===== config.mk =====
export PLATFORM = sky130hd
export DESIGN_NAME = load_store_unit
export DESIGN_NICKNAME = d
export VERILOG_FILES = /design/src/rtl/load_store_unit.sv
export SDC_FILE = /design/constraint.sdc
export NUM_CORES = 1
export LEC_CHECK = 0
export ABC_CLOCK_PERIOD_IN_PS = 2900
export CORE_UTILIZATION = 35
export CTS_CLUSTER_SIZE = 14
export DETAILED_ROUTE_END_ITERATION = 12
export PLACE_DENSITY = 0.75
export SYNTH_ARGS = -nofsm -noshare
export SYNTH_HDL_FRONTEND = slang
export SYNTH_SLANG_ARGS = --single-unit

===== constraint.sdc =====
create_clock -name clk -period 2.9 [get_ports clk]
set_clock_uncertainty 0.15 [all_clocks]
set_input_delay 0.58 -clock clk [delete_from_list [all_inputs] [get_ports clk]]
set_output_delay 0.58 -clock clk [all_outputs]
set_load 0.01 [all_outputs]

===== src/rtl/load_store_unit.sv =====
`default_nettype none
// +----------------------------------------------------------------------------+
// | load_store_unit : RISC-V B/H/W/D loads and stores over a 64-bit word port,   |
// |   read-modify-write for sub-word stores. Option macro: LSU_MISALIGN_CHECK_EN |
// | Revision: 1.0                                                                |
// +----------------------------------------------------------------------------+
module load_store_unit #(
  parameter int unsigned MEM_BYTES = 8192
) (
  input  logic        clk,
  input  logic        rst_n,
  input  logic        req_valid,
  output logic        req_ready,
  input  logic        req_write,
  input  logic [2:0]  req_funct3,
  input  logic [63:0] req_addr,
  input  logic [63:0] req_wdata,
  output logic        resp_valid,
  output logic [63:0] resp_rdata,
  output logic        resp_err,
  output logic        mem_read,
  output logic        mem_write,
  output logic [63:0] mem_address,
  output logic [63:0] mem_write_data,
  input  logic [63:0] mem_read_data
);

  localparam logic [2:0] IDLE   = 3'd0;
  localparam logic [2:0] LOAD   = 3'd1;
  localparam logic [2:0] RMW_RD = 3'd2;
  localparam logic [2:0] WRITE  = 3'd3;
  localparam logic [2:0] RESP   = 3'd4;

  logic [2:0]  state;
  logic [63:0] addr_q;
  logic [63:0] wdata_q;
  logic [63:0] word_q;
  logic [63:0] rdata_q;
  logic [2:0]  funct3_q;
  logic        write_q;
  logic        err_q;

  logic [2:0]  low_mask;
  logic        align_err;
  logic [63:0] req_addr_al;
  logic        req_err;
  logic [63:0] shifted;
  logic [63:0] load_ext;
  logic [7:0]  lane_sh;
  logic [63:0] byte_mask;
  logic [63:0] store_word;

  always_comb begin
    case (req_funct3[1:0])
      2'b00:   low_mask = 3'b000;
      2'b01:   low_mask = 3'b001;
      2'b10:   low_mask = 3'b011;
      default: low_mask = 3'b111;
    endcase
  end

`ifdef LSU_MISALIGN_CHECK_EN
  assign align_err   = |(req_addr[2:0] & low_mask);
  assign req_addr_al = req_addr;
`else
  assign align_err   = 1'b0;
  assign req_addr_al = req_addr & ~{61'd0, low_mask};
`endif

  assign req_err = (req_funct3 == 3'b111) | (req_write & req_funct3[2])
                 | (req_addr >= 64'(MEM_BYTES)) | align_err;

  assign shifted = mem_read_data >> {addr_q[2:0], 3'b000};

  always_comb begin
    case (funct3_q)
      3'b000:  load_ext = {{56{shifted[7]}},  shifted[7:0]};
      3'b001:  load_ext = {{48{shifted[15]}}, shifted[15:0]};
      3'b010:  load_ext = {{32{shifted[31]}}, shifted[31:0]};
      3'b100:  load_ext = {56'd0, shifted[7:0]};
      3'b101:  load_ext = {48'd0, shifted[15:0]};
      3'b110:  load_ext = {32'd0, shifted[31:0]};
      default: load_ext = shifted;
    endcase
  end

  // Byte-lane merge; a doubleword is aligned so its mask covers the whole word.
  always_comb begin
    case (funct3_q[1:0])
      2'b00:   lane_sh = 8'h01 << addr_q[2:0];
      2'b01:   lane_sh = 8'h03 << addr_q[2:0];
      2'b10:   lane_sh = 8'h0F << addr_q[2:0];
      default: lane_sh = 8'hFF;
    endcase
    byte_mask = '0;
    for (int i = 0; i < 8; i++) begin
      byte_mask[8*i +: 8] = {8{lane_sh[i]}};
    end
    store_word = (word_q & ~byte_mask)
               | ((wdata_q << {addr_q[2:0], 3'b000}) & byte_mask);
  end

  always_ff @(posedge clk or negedge rst_n) begin
    if (!rst_n) begin
      state    <= IDLE;
      addr_q   <= '0;
      wdata_q  <= '0;
      word_q   <= '0;
      rdata_q  <= '0;
      funct3_q <= '0;
      write_q  <= 1'b0;
      err_q    <= 1'b0;
    end else begin
      case (state)
        IDLE: begin
          if (req_valid) begin
            addr_q   <= req_addr_al;
            funct3_q <= req_funct3;
            write_q  <= req_write;
            wdata_q  <= req_wdata;
            if (req_err) begin
              err_q   <= 1'b1;
              rdata_q <= '0;
              state   <= RESP;
            end else if (!req_write) begin
              state <= LOAD;
            end else if (req_funct3[1:0] == 2'b11) begin
              state <= WRITE;
            end else begin
              state <= RMW_RD;
            end
          end
        end
        LOAD: begin
          rdata_q <= load_ext;
          err_q   <= 1'b0;
          state   <= RESP;
        end
        RMW_RD: begin
          word_q <= mem_read_data;
          state  <= WRITE;
        end
        WRITE: begin
          rdata_q <= '0;
          err_q   <= 1'b0;
          state   <= RESP;
        end
        RESP:    state <= IDLE;
        default: state <= IDLE;
      endcase
    end
  end

  assign req_ready      = (state == IDLE);
  assign resp_valid     = (state == RESP);
  assign resp_rdata     = rdata_q;
  assign resp_err       = err_q;
  assign mem_read       = (state == LOAD) || (state == RMW_RD);
  assign mem_write      = (state == WRITE) && write_q;
  assign mem_address    = {addr_q[63:3], 3'b000};
  assign mem_write_data = mem_write ? store_word : 64'd0;

endmodule
`default_nettype wire


Word-level counts from Yosys, hierarchy flattened. Index checks and enable logic that the tools add are counted.

Bits in registers: 264. Output and inout port bits: 197. Logic and storage cells: 67.

$lt $le $gt $ge: 1. Equality and inequality tests: 17. Shift-type cells: 5. Muxes and demuxes: 15. Bitwise operators: 9. Reductions and logical operators: 12.

Operators by type and width (number): 64-bit one-hot mux with 6 select lines (1); 64-bit AND (3); 64-bit 2-to-1 mux (3); 64-bit one-hot mux with 3 select lines (1); 64-bit by 14-bit greater-or-equal comparator with 1-bit output, second input constant (1); 3-bit inverter with 64-bit output (1); 64-bit inverter (1); 64-bit bitwise OR (1); 64-bit by 6-bit left shift with 64-bit output (1); 64-bit by 6-bit right shift with 64-bit output (1); 8-bit one-hot mux with 3 select lines (1); 3-bit one-hot mux with 3 select lines (2); 3-bit == test, second input constant (5); 3-bit by 2-bit == test with 1-bit output, second input constant (3); 1-bit by 3-bit left shift with 8-bit output, first input constant (1); 2-bit by 3-bit left shift with 8-bit output, first input constant (1); 4-bit by 3-bit left shift with 8-bit output, first input constant (1); 2-bit == test, second input constant (3); 3-bit by 1-bit == test with 1-bit output, second input constant (2); 3-bit zero test (2); 3-bit 2-to-1 mux (2); 3-bit AND reduction (2); 2-bit by 1-bit == test with 1-bit output, second input constant (2); 2-bit zero test (2); other kinds (13) (16).

Longest topological paths before layout.
Word-level depth: 6. Depth in mapped cells: 10. Depth with buffers taken out: 7.

Worst setup path after synthesis. No wires, ideal clock.

Path type: register to output. Start point: register funct3_q[1]. End point: output mem_write_data[30]. Data arrival time: 2.128 ns. Data required time: 2.170 ns. Slack: 0.042 ns. Cell stages (with the launch flop): 9. Path buffers: 1. Cells stage by stage: dfrtp_1 inv_1 ha_1 or3b_2 a31oi_1 buf_2 nor3b_1 a21oi_1 nor2_1.

Word-level cells in the longest chain between the ends: 6. Elaborated cells between the ends (all ways): 9. Those cells by class: 2 x eq/ne; 2 x mux; 4 x bitwise; 1 x reduce/logical.

RTL lines: from (decl) (RTL line 39) `logic [2:0] funct3_q;`; from (signal assigned) (RTL line 118) `funct3_q <= req_funct3;`; 2-bit == test, or another cell as far along (RTL line 89) `case (funct3_q[1:0])`; 8-bit one-hot mux with 3 select lines (*) (RTL line 89); 64-bit inverter (RTL line 99) `store_word = (word_q & ~byte_mask)`; 64-bit AND (RTL line 99); 64-bit bitwise OR (*) (RTL line 100) `| ((wdata_q << {addr_q[2:0], 3'b000}) & byte_mask);`; 64-bit 2-to-1 mux (*) (RTL line 161) `assign mem_write_data = mem_write ? store_word : 64'd0;`; to (decl) (RTL line 24) `output logic [63:0] mem_write_data,`.

Every way passes the cells marked *; elsewhere a longest branch is shown, timed or not.

Worst setup path in the final report.
Start point: register addr_q[0]. End point: output mem_write_data[52].

Word-level cells in the longest chain between the ends: 6. Elaborated cells between the ends (all ways): 10. Those cells by class: 4 x shift; 2 x mux; 4 x bitwise.

RTL lines: from (decl) (RTL line 35) `logic [63:0] addr_q;`; from (signal assigned) (RTL line 117) `addr_q <= req_addr_al;`; branches (longest 4 deep; another with 64-bit by 6-bit left shift with 64-bit output); 64-bit bitwise OR (*) (RTL line 100); 64-bit 2-to-1 mux (*) (RTL line 161).

Every way passes the cells marked *.

==> results.ini <==
[worst_setup_path]
critPathCaptureType = output port
cp-start-kind = flip-flop
crit_fanout = 7
criticalPathCategory = flip-flop to output port
arrival_ns = 2.68
required_ns = 2.17
regToRegSetupSlack_ns = 0.08

[clock_tree]
h-tree-depth = 1
clk_path_buf_depth = 3
cts_root_buf = clkbuf_16
clock_latency_ns = 0.59
numCtsBuffers = 30
clkTransAtPathRegs_ns = 0.06
clock-sinks = 264
cts_tree = built

[yosys]
synth_top_family_by_area = multiplexers
synth_area_mm2 = 0.0153
async_flop_share_pct = 100
synth_enable_flop_cells = 0
synth_compound_area_share_pct = 11.8
yosysUniqueCellTypes = 57
synth_ff_type = dfrtp_1
ys_seq_area_share_pct = 43.2
synth_simple_gate_area_share_pct = 18.1
ys_ff_latch = 264
syn_inst = 1609
syn_avg_cell_area_um2 = 9.50
synthXorXnorAreaFrac_pct = 0
ys_warn_count = 0
synth.area.mux_share_pct = 19.6
synth_fa_ha_area_share_pct = 0.409

[global_routing]
grt_use_met3_pct = 7.40
grt_first_pass_wirelength_um = 91300
use_met2_pct = 43.2
grt_use_total_pct = 27.4
grt_pass1_vias = 14600
antenna_found_initial = 5
top_usage_layer = met2
grt_start_max_net_pins = 77
use_met1_pct = 35.5
overflow = 0

[cells_and_area]
nets = 2255
drive_gt1_share_pct = 27.6
stdcell_count = 2662
areaGrowthSynthToFinish_pct = 45.7
fill_cells = 3849

[drt]
vias_per_cell = 5.49
wl_per_cell_um = 23.5
drc = 0
ant_nets = 0
drt_wl_total_um = 62400
via_count = 14600
first_iter_violations = 1230
dr.pass1.iters = 7

[placed_design]
routabilityCongestion = 0.971
dpl.cell_count = 2565
numPortBuffers = 392
dp_hpwl_um = 46500

[power_and_ir_drop]
p_per_area_mw_per_mm2 = 533
ir_worst_vdd_uv = 485
p_sw_share_pct = 32.8
power.share.clock_pct = 31.8
seqPwrFrac_pct = 35.1
power.leakage_nw = 9.98
p_int_mw = 7.98
pwr-share-comb_pct = 33.1
switchingPower_mw = 3.90

[status]
violations = negative setup slack
status = complete, but fails checks

[timing]
tightest_slew_ns = 0.650
rsz0062_at_grt = yes
max_freq_mhz = 293
slew_headroom_pct = 56.7
hold_viol_final = 0
setup_slack_ns = -0.511
fin_crit_sh_pct = 118
tns_ns = -22.39
drv_slew = 0
min_period_ns = 3.41
setup_viol = 64

[run]
drv_cap = 0

[min_path]
hold_class = flip-flop to flip-flop

[die]
dieArea_mm2 = 0.0445
num_rows = 76
core_mm2 = 0.0431
die_x_um = 211
die-height_um = 211
start_util_pct = 35.5
ios = 396

[power groups by stage]
stage	sequential [mW]	combinational [mW]	clock (mW)
global placement	4.22	3.28	0
detailed placement	4.23	3.32	0
finish	4.17	3.93	3.77
CTS	4.16	3.71	3.84
floorplan	4.12	1.83	0
global route	4.20	4.15	3.99
[state kept, by name, summed over array words and instances (netlist names)]
signal,cells
addr_q,64
resp_rdata,64
wdata_q,64
word_q,64
funct3_q,3
state,3
resp_err,1
write_q,1
[final timing paths]
kind | start | depth (start not counted) | endpoint
max | addr_q[0] | 7 | mem_write_data[52]
min reg2reg | addr_q[22] | 2 | addr_q[22]
max in group asynchronous | rst_n | 3 | addr_q[40]
min in group asynchronous | rst_n | 2 | resp_rdata[59]
max reg2reg | addr_q[1] | 8 | resp_rdata[62]
min | addr_q[22] | 2 | addr_q[22]
[logic make-up after synthesis]
group / Yosys count
fa+ha+maj: 5
mux: 214
other cells: 1
compound gates: 263
flops: 264
buf+inv: 197
simple gates: 665
[cells in the final DEF (no fill, tap or decap), types with 26 or more instances in the layout]
| master | count |
|---|---|
| a21oi_1 | 63 |
| a22o_1 | 38 |
| buf_12 | 27 |
| buf_2 | 54 |
| buf_4 | 140 |
| buf_6 | 26 |
| clkbuf_16 | 33 |
| clkdlybuf4s50_1 | 326 |
| dfrtp_1 | 261 |
| mux2_2 | 90 |
| mux2i_1 | 44 |
| mux4_2 | 58 |
| nand2_1 | 468 |
| nor2_1 | 70 |
| o21ai_0 | 43 |
| o2bb2ai_1 | 28 |
[metrics by stage]
stage | worst slack (ns) | hold slack (ns) | utilization [%] | power [mW] | cell area (um^2)
finish | -0.511 | 0.322 | 51.7 | 11.9 | 22300
global route | -0.544 | 0.347 | 51.7 | 12.3 | 22300
CTS | -0.499 | 0.326 | 50.8 | 11.7 | 21900
detailed placement | -0.402 | 0.311 | 47.5 | 7.55 | 20500
global placement | -0.417 | 0.307 | 47.5 | 7.49 | 20500
floorplan | 0.0419 | 0.134 | - | 5.95 | 15300
[cells in the mapped netlist, types with 18 or more instances]
cell | number | area (um^2)
nand2_1 | 476 | 1790
dfrtp_1 | 264 | 6610
mux2_2 | 98 | 1100
nor2_1 | 85 | 319
a21oi_1 | 82 | 410
clkbuf_1 | 74 | 278
buf_4 | 66 | 495
mux2i_1 | 58 | 581
mux4_2 | 58 | 1310
o21ai_0 | 47 | 235
a22o_1 | 38 | 333
o2bb2ai_1 | 31 | 272
buf_2 | 30 | 150
nor3b_1 | 18 | 135
[worst max-delay path, cell delays in order (launching register included)]
cell and delay (ns):
dfrtp_4 0.51, buf_12 0.16, buf_16 0.14, mux2_4 0.31, mux4_2 0.54, mux2i_2 0.19
nor2_2 0.08, buf_2 0.15
[final cells by class]
type,instances,area (um^2),area share [%]
Clock buffer,36,783,3.51
Sequential cell,264,6610,29.7
Timing Repair Buffer,591,5740,25.8
Antenna cell,2,5.00,0.0225
Tap cell,585,732,3.28
Clock inverter,20,185,0.831
Multi-Input combinational cell,1150,8170,36.7
Inverter,14,52.6,0.236
[timing repair]
item,4_1_cts,5_1_grt
gates resized for setup,354,68
hold endpoints to repair,71,0
gates cloned,6,3
hold buffers,1,0
endpoints found under the setup margin,73,94
pin swaps,30,33
buffers inserted,26,13
[metal layers]
layer / share of wire, % / up-vias
li1: - / 6435
met2: 46 / 844
met4: 4.5 / 4
met1: 40 / 7153
met5: 0.037 / -
met3: 10 / 182
(Power assumes the default switching activity.)
